**src/rtl/gcd_stream_unit.sv**
```systemverilog
// gcd_stream_unit: iterative-subtraction GCD over a WIDTH-bit datapath with
// ready/valid handshakes on the operand and result streams.
// The result is held stable until the consumer takes it.
// Optional macro GCD_CYCLES_EN adds io_out_cycles, which reports how many
// cycles the computation spent in BUSY.
module gcd_stream_unit #(
   parameter int WIDTH = 16
) (
   input  logic             clock,
   input  logic             reset,
   input  logic             io_in_valid,
   output logic             io_in_ready,
   input  logic [WIDTH-1:0] io_in_bits_a,
   input  logic [WIDTH-1:0] io_in_bits_b,
   output logic             io_out_valid,
   input  logic             io_out_ready,
   output logic [WIDTH-1:0] io_out_bits
`ifdef GCD_CYCLES_EN
   ,
   output logic [WIDTH:0]   io_out_cycles
`endif
);

   typedef enum logic [1:0] {
      IDLE = 2'd0,
      BUSY = 2'd1,
      DONE = 2'd2
   } state_t;

   state_t           r_state;
   state_t           w_state_nxt;
   logic [WIDTH-1:0] r_x, r_y, r_res;
   logic [WIDTH-1:0] w_x_nxt, w_y_nxt, w_res_nxt;

   // State and datapath registers; reset drops any in-flight or held result.
   always_ff @(posedge clock) begin
      if (reset) begin
         r_state <= IDLE;
         r_x     <= '0;
         r_y     <= '0;
         r_res   <= '0;
      end else begin
         r_state <= w_state_nxt;
         r_x     <= w_x_nxt;
         r_y     <= w_y_nxt;
         r_res   <= w_res_nxt;
      end
   end

   // Next-state and datapath update: one subtraction (or finish) per BUSY cycle.
   always_comb begin
      w_state_nxt = r_state;
      w_x_nxt     = r_x;
      w_y_nxt     = r_y;
      w_res_nxt   = r_res;
      case (r_state)
         IDLE: begin
            if (io_in_valid) begin
               w_x_nxt     = io_in_bits_a;
               w_y_nxt     = io_in_bits_b;
               w_state_nxt = BUSY;
            end
         end
         BUSY: begin
            // Zero checks come first so gcd(a,0)=a, gcd(0,b)=b, gcd(0,0)=0.
            if (r_y == '0) begin
               w_res_nxt   = r_x;
               w_state_nxt = DONE;
            end else if (r_x == '0) begin
               w_res_nxt   = r_y;
               w_state_nxt = DONE;
            end else if (r_x > r_y) begin
               w_x_nxt = r_x - r_y;
            end else begin
               // x==y lands here and drives y to zero, finishing next cycle.
               w_y_nxt = r_y - r_x;
            end
         end
         DONE: begin
            if (io_out_ready) w_state_nxt = IDLE;
         end
         default: w_state_nxt = IDLE;
      endcase
   end

   assign io_in_ready  = (r_state == IDLE);
   assign io_out_valid = (r_state == DONE);
   assign io_out_bits  = r_res;

`ifdef GCD_CYCLES_EN
   // One extra bit so the worst case (2^WIDTH BUSY cycles) does not wrap.
   logic [WIDTH:0] r_cycles;

   // Cycle counter: cleared on accept, counts BUSY cycles, frozen in DONE.
   always_ff @(posedge clock) begin
      if (reset) begin
         r_cycles <= '0;
      end else if (r_state == IDLE && io_in_valid) begin
         r_cycles <= '0;
      end else if (r_state == BUSY) begin
         r_cycles <= r_cycles + (WIDTH+1)'(1);
      end
   end

   assign io_out_cycles = r_cycles;
`endif

endmodule

```
**config.mk**
```make
export PLATFORM = sky130hd
export DESIGN_NAME = gcd_stream_unit
export DESIGN_NICKNAME = d
export VERILOG_FILES = /design/src/rtl/gcd_stream_unit.sv
export SDC_FILE = /design/constraint.sdc
export NUM_CORES = 1
export LEC_CHECK = 0
export ABC_AREA = 1
export BUFFER_PORTS_ARGS = -buffer_cell sky130_fd_sc_hd__buf_2
export CAP_MARGIN = 40
export CORE_ASPECT_RATIO = 0.9
export CORE_UTILIZATION = 54
export DETAILED_ROUTE_END_ITERATION = 10
export HOLD_SLACK_MARGIN = 0.15
export PLACE_DENSITY_LB_ADDON = 0.15
export RECOVER_POWER = 50
export SYNTH_ARGS = -nofsm -noshare
export SYNTH_HDL_FRONTEND = slang
export SYNTH_SLANG_ARGS = --single-unit
```
**constraint.sdc**
```tcl
create_clock -name clock -period 2.1 [get_ports clock]
set_clock_uncertainty 0.2 [all_clocks]
set_input_delay 0.315 -clock clock [delete_from_list [all_inputs] [get_ports clock]]
set_output_delay 0.315 -clock clock [all_outputs]
set_load 0.005 [all_outputs]
```
=== After elaboration in Yosys (flattened, before gate mapping) ===
Cells that the tools add are included.

* Register bits after elaboration: 50
* Bits of input ports: 36
* Output and inout port bits: 18
* Logic and storage cells: 42

* Add/sub/neg operators: 2
* Order comparisons: 1
* Equal/unequal tests: 9
* Mux-type cells: 17
* Reductions and logical operators: 9

{| class="wikitable"
|+ Operator list
! kind !! number
|-
| $mux 16 || 10
|-
| $pmux 16 s2 || 2
|-
| $logic_not 16->1 || 2
|-
| $sub 16x16->16 || 2
|-
| $gt 16x16->1 || 1
|-
| $ne 2x2->1 const B || 5
|-
| $reduce_and 5->1 || 2
|-
| $mux 2 || 4
|-
| $pmux 2 s3 || 1
|-
| $reduce_bool 2->1 || 2
|-
| $ne 3x3->1 const B || 1
|-
| $reduce_and 3->1 || 1
|-
| $eq 2x1->1 const B || 1
|-
| $eq 2x2->1 const B || 1
|-
| $logic_not 2->1 || 1
|-
| $ne 2x1->1 const B || 1
|-
| $reduce_and 2->1 || 1
|}

=== Depth between registers and ports, before layout ===
* Depth after elaboration: 5
* Gate-level depth with buffers: 17

=== Least setup slack after synthesis ===
OpenSTA, ideal clock, no wires.

* Path type: flip-flop to flip-flop
* Start: reg r_x[0]
* End: reg r_y[1]
* Arrival time: 2.028 ns
* Required time: 1.787 ns
* Setup slack: -0.240 ns
* Cell stages (with the launch flop): 17
* Period minus slack after synthesis: 2.340 ns
* Path through: dfxtp_1 > inv_1 > ha_1 > fa_1 > inv_1 > nand3_1 > nand2_1 > nand2_2 > nand2_2 > nand2_2 > nand2_2 > nand3_2 > nand2_4 > buf_6 > nand2_1 > nand2_1 > nor2_1

* Longest elaborated chain between the ends: 5

{| class="wikitable"
|+ Ends and longest elaborated chain
! what !! RTL line !! RTL
|-
| start, declared || 32 || <nowiki>logic [WIDTH-1:0] r_x, r_y, r_res;</nowiki>
|-
| start signal, assigned || 44 || <nowiki>r_x <= w_x_nxt;</nowiki>
|-
| $sub 16x16->16 || 76 || <nowiki>w_y_nxt = r_y - r_x;</nowiki>
|-
| $mux 16 || 72 || <nowiki>end else if (r_x > r_y) begin</nowiki>
|-
| $mux 16 || 69 || <nowiki>end else if (r_x == '0) begin</nowiki>
|-
| $mux 16 || 66 || <nowiki>if (r_y == '0) begin</nowiki>
|-
| $pmux 16 s2 || 56 || <nowiki>case (r_state)</nowiki>
|-
| end signal, assigned || 45 || <nowiki>r_y <= w_y_nxt;</nowiki>
|-
| end, declared || 32 ||
|}

Several ways; a longest one is shown, not always the timed one. The select of a mux whose other input is x is not followed.
A chain may end at the register's enable or synchronous reset.

=== Worst setup path in the final report ===
* Start: reg r_x[3]
* End: reg r_y[10]

The elaborated chain is that of the path after synthesis.

==> results.tsv <==
stage	metric	value	unit
min_path	min_path_type	primary input to flip-flop	
final_layout	drive_gt1_frac	0.3386	
detailed_routing	vias	6276	
synthesis	syn_avg_cell_area	5.688	um2
placement	dp_hpwl	12210	um
critical_path	r2r_setup_slack	-370	ps
synthesis	syn-num-nets	849	
critical_path	regToRegEndpoint	r_y[10]$_SDFFE_PP0P_	
clock_tree	cts_tree	yes	
sta	rsz0062_at_grt	true	
floorplan	die_y	87.99	um
global_route	grt_max_degree	50	
sta	layout_setup_ws	-369.2	ps
detailed_routing	wl	19830	um
critical_path	critPathKind	flip-flop to flip-flop	
final_layout	mostFrequentLayoutCells	nand2_1 (220), inv_1 (107), buf_4 (104)	
critical_path	timing.rr.start	r_x[3]$_SDFFE_PP0P_	
synthesis	yosys_warnings	0	
floorplan	start_util	0.5738	
synthesis	ys.flop_type	dfxtp_1	
global_route	grt_use_total	0.4056	
synthesis	synth-seq-area-share	0.2256	
sta	fin_crit	2469	ps
critical_path	cp_common_cell	nand2_2	
clock_tree	cts.clk_slew.worst_paths	100	ps
run_status	status	complete, but fails checks	
placement	post_dp_cell_area	5570	um2
sta	relSlewSlack	0.6281	
sta	finalCritPeriodShare	1.176	
global_route	gr-total-overflow	0	
sta	fmax	405.0	MHz
flow_run	max_cap_viol_count	0	
min_path	whs_endpoint	r_y[14]$_SDFFE_PP0P_	
synthesis	synth_cell_types	28	
critical_path	crit_buf_inv	3	
min_path	whs_path_depth	5	
global_route	grt_antenna_before_repair	0	
final_layout	layout.nets	1010	
placement	finalWeightedCongestion	0.9810	
critical_path	max_stage_delay	350	ps
clock_tree	cts_buffers	5	
synthesis	yosys-top-cells-area	dfxtp_1 (23%), nand2_1 (21%), inv_1 (9.7%)	
clock_tree	clock_path_buffers	2	
clock_tree	clock_latency	310	ps
detailed_routing	drc	0	
critical_path	cpMaxStageDelayCell	dfxtp_1	
detailed_routing	avgRoutedWirePerCell	19.10	um
synthesis	syn_inst	780	
floorplan	dieArea	8583	um2
floorplan	core	7732	um2
detailed_routing	via_per_inst	6.046	
power_and_ir_drop	powerDensity	1591	nW/um2
detailed_routing	drtIter0Drc	788	
detailed_routing	firstDrtPassIters	6	
final_layout	antenna_cells	0	
final_layout	layout_commonest_cell	nand2_1	
critical_path	start_kind	flip-flop	
floorplan	io_pins	54	
power_and_ir_drop	ir_worst_vdd	0.0007914	V
synthesis	synthArstFlopShare	0	
critical_path	r2r.worst_path.cells	15	
clock_tree	cts.sinks	50	
synthesis	synth-edff-count	0	
synthesis	ys_ff_latch	50	
placement	dp_slack	-266.0	ps
floorplan	rows	30	
sta	maxSlewViolCount	0	
sta	finalHoldViolations	0	
clock_tree	h-tree-depth	2	
sta	finalSetupViolations	40	
final_layout	fin_area	6425	um2
critical_path	crit_path_cell_trace	inv_1 -> ha_4 -> buf_4 -> a21oi_2 -> nand2_2 -> nand2_2 -> nand2_2 -> nand2_2 -> nand2_4 -> nand3_4 -> nand2_8 -> buf_12 -> nand2_1 -> nand2_1 -> nor2_1	
synthesis	synth_top_area_cell	dfxtp_1	
min_path	holdCritStartpoint	io_in_bits_b[14]	
global_route	grt_pass1_wl	27210	um
critical_path	end_kind	flip-flop	
placement	port_buffers	53	
global_route	grt_pass1_vias	5616	
detailed_routing	drtAntennaViolNets	0	
sta	worstMarginPinSlew	557.9	ps
critical_path	required	2130	ps
run_status	violations	setup timing	
floorplan	die_x	97.55	um
synthesis	yosysTopAreaCellShare	0.2256	
critical_path	crit_family	simple AND/OR/NAND/NOR gates	
critical_path	path_max_fanout	8	
power_and_ir_drop	power.leakage	3.398	nW
synthesis	synth_area	4437	um2
final_layout	areaGrowthSynthToFinish	44.81	%
critical_path	crit_start	r_x[3]$_SDFFE_PP0P_	
critical_path	crit_arrival	2500	ps
clock_tree	clockRootBuffer	clkbuf_8	
## per-stage QoR
| step | power [W] | TNS, ps | hold slack [ps] | util | cells |
|---|---|---|---|---|---|
| final | 0.01022 | -9990 | 143.5 | 0.8309 | 1038 |
| after CTS | 0.009050 | -4284 | 154.8 | 0.7896 | 1031 |
| after floorplan | 0.005169 | -939.4 | 184.1 | - | 780 |
| after global routing | 0.01076 | -12810 | 184.9 | 0.8309 | 1038 |
| after global placement | 0.007439 | -4666 | 285.5 | 0.7204 | 1008 |
| after detailed placement | 0.007605 | -5953 | 296.9 | 0.7204 | 1008 |
## logic make-up after synthesis
kind of cell,count (synthesis),share of synthesized area
AO/OA/AOI/OAI,86,0.1010
adder cells (fa/ha/maj),33,0.09645
buffers and inverters,142,0.1269
flip-flops,50,0.2256
AND/OR/NAND/NOR,469,0.4501
## area by class of cell
cell class / instances / area [um2]
clock buffer: 6 / 82.58
clock inverter: 2 / 60.06
fill: 471 / 1308
inverter: 120 / 464.2
multi-input combinational: 590 / 3416
sequential: 50 / 1021
tap: 96 / 120.1
timing repair buffer: 173 / 1254
timing repair inverter: 1 / 7.507
## power breakdown
part / total [W] / internal (W) / switching (W)
clock: 0.000865 / 0.000509 / 0.000356
sequential: 0.00139 / 0.00118 / 0.000211
combinational: 0.00797 / 0.00318 / 0.00478
## cells in the mapped netlist, types with 2 or more instances
cell,number
nor3_1,5
nand4_1,21
a21oi_2,2
inv_1,115
nor2_1,111
ha_1,31
nand2_2,9
nand2_1,245
inv_2,5
fa_1,2
o21ai_0,41
dfxtp_1,50
nand2_4,4
buf_6,2
buf_2,9
a21oi_1,39
clkbuf_1,10
a22oi_1,2
nand3_1,66
nand3b_1,3
## what timing repair did
action	4_1_cts	5_1_grt
pin swaps	16	26
hold buffers	2	0
buffers inserted	10	7
gates cloned	3	1
resized for setup	57	86
hold endpoints to repair	1	0
setup endpoints to repair	32	48
## worst reg2reg max path: cells and delay by family, from the launching register on
kind,cells,cell delay (ps)
AO/OA/AOI/OAI,1,200
adder cells (fa/ha/maj),1,270
buffers and inverters,3,410
flip-flops,1,350
AND/OR/NAND/NOR,10,950
## metal layers
layer | track usage | part of all wire | vias to the layer above
met3 | 0.1022 | 0.13 | 156
met1 | 0.5114 | 0.36 | 2812
met2 | 0.6834 | 0.44 | 538
met4 | 0.1364 | 0.067 | 0
met5 | 0 | 0 | -
li1 | - | - | 2770
## registers in the layout (all words and copies together) (netlist names)
name	cells
r_x	16
io_out_bits	16
r_state	2
r_y	16
## worst max path at each step
stage | slack (ps) | endpoint | cells past startpoint
after floorplan | -70 | r_x[1]$_SDFFE_PP0P_ | 16
after global placement | -200 | r_y[7]$_SDFFE_PP0P_ | 15
after global routing | -410 | r_y[10]$_SDFFE_PP0P_ | 15
final | -370 | r_y[10]$_SDFFE_PP0P_ | 15
after detailed placement | -270 | r_y[4]$_SDFFE_PP0P_ | 15
after CTS | -170 | r_y[11]$_SDFFE_PP0P_ | 16
Note: power is estimated with default switching activity, not from simulation.
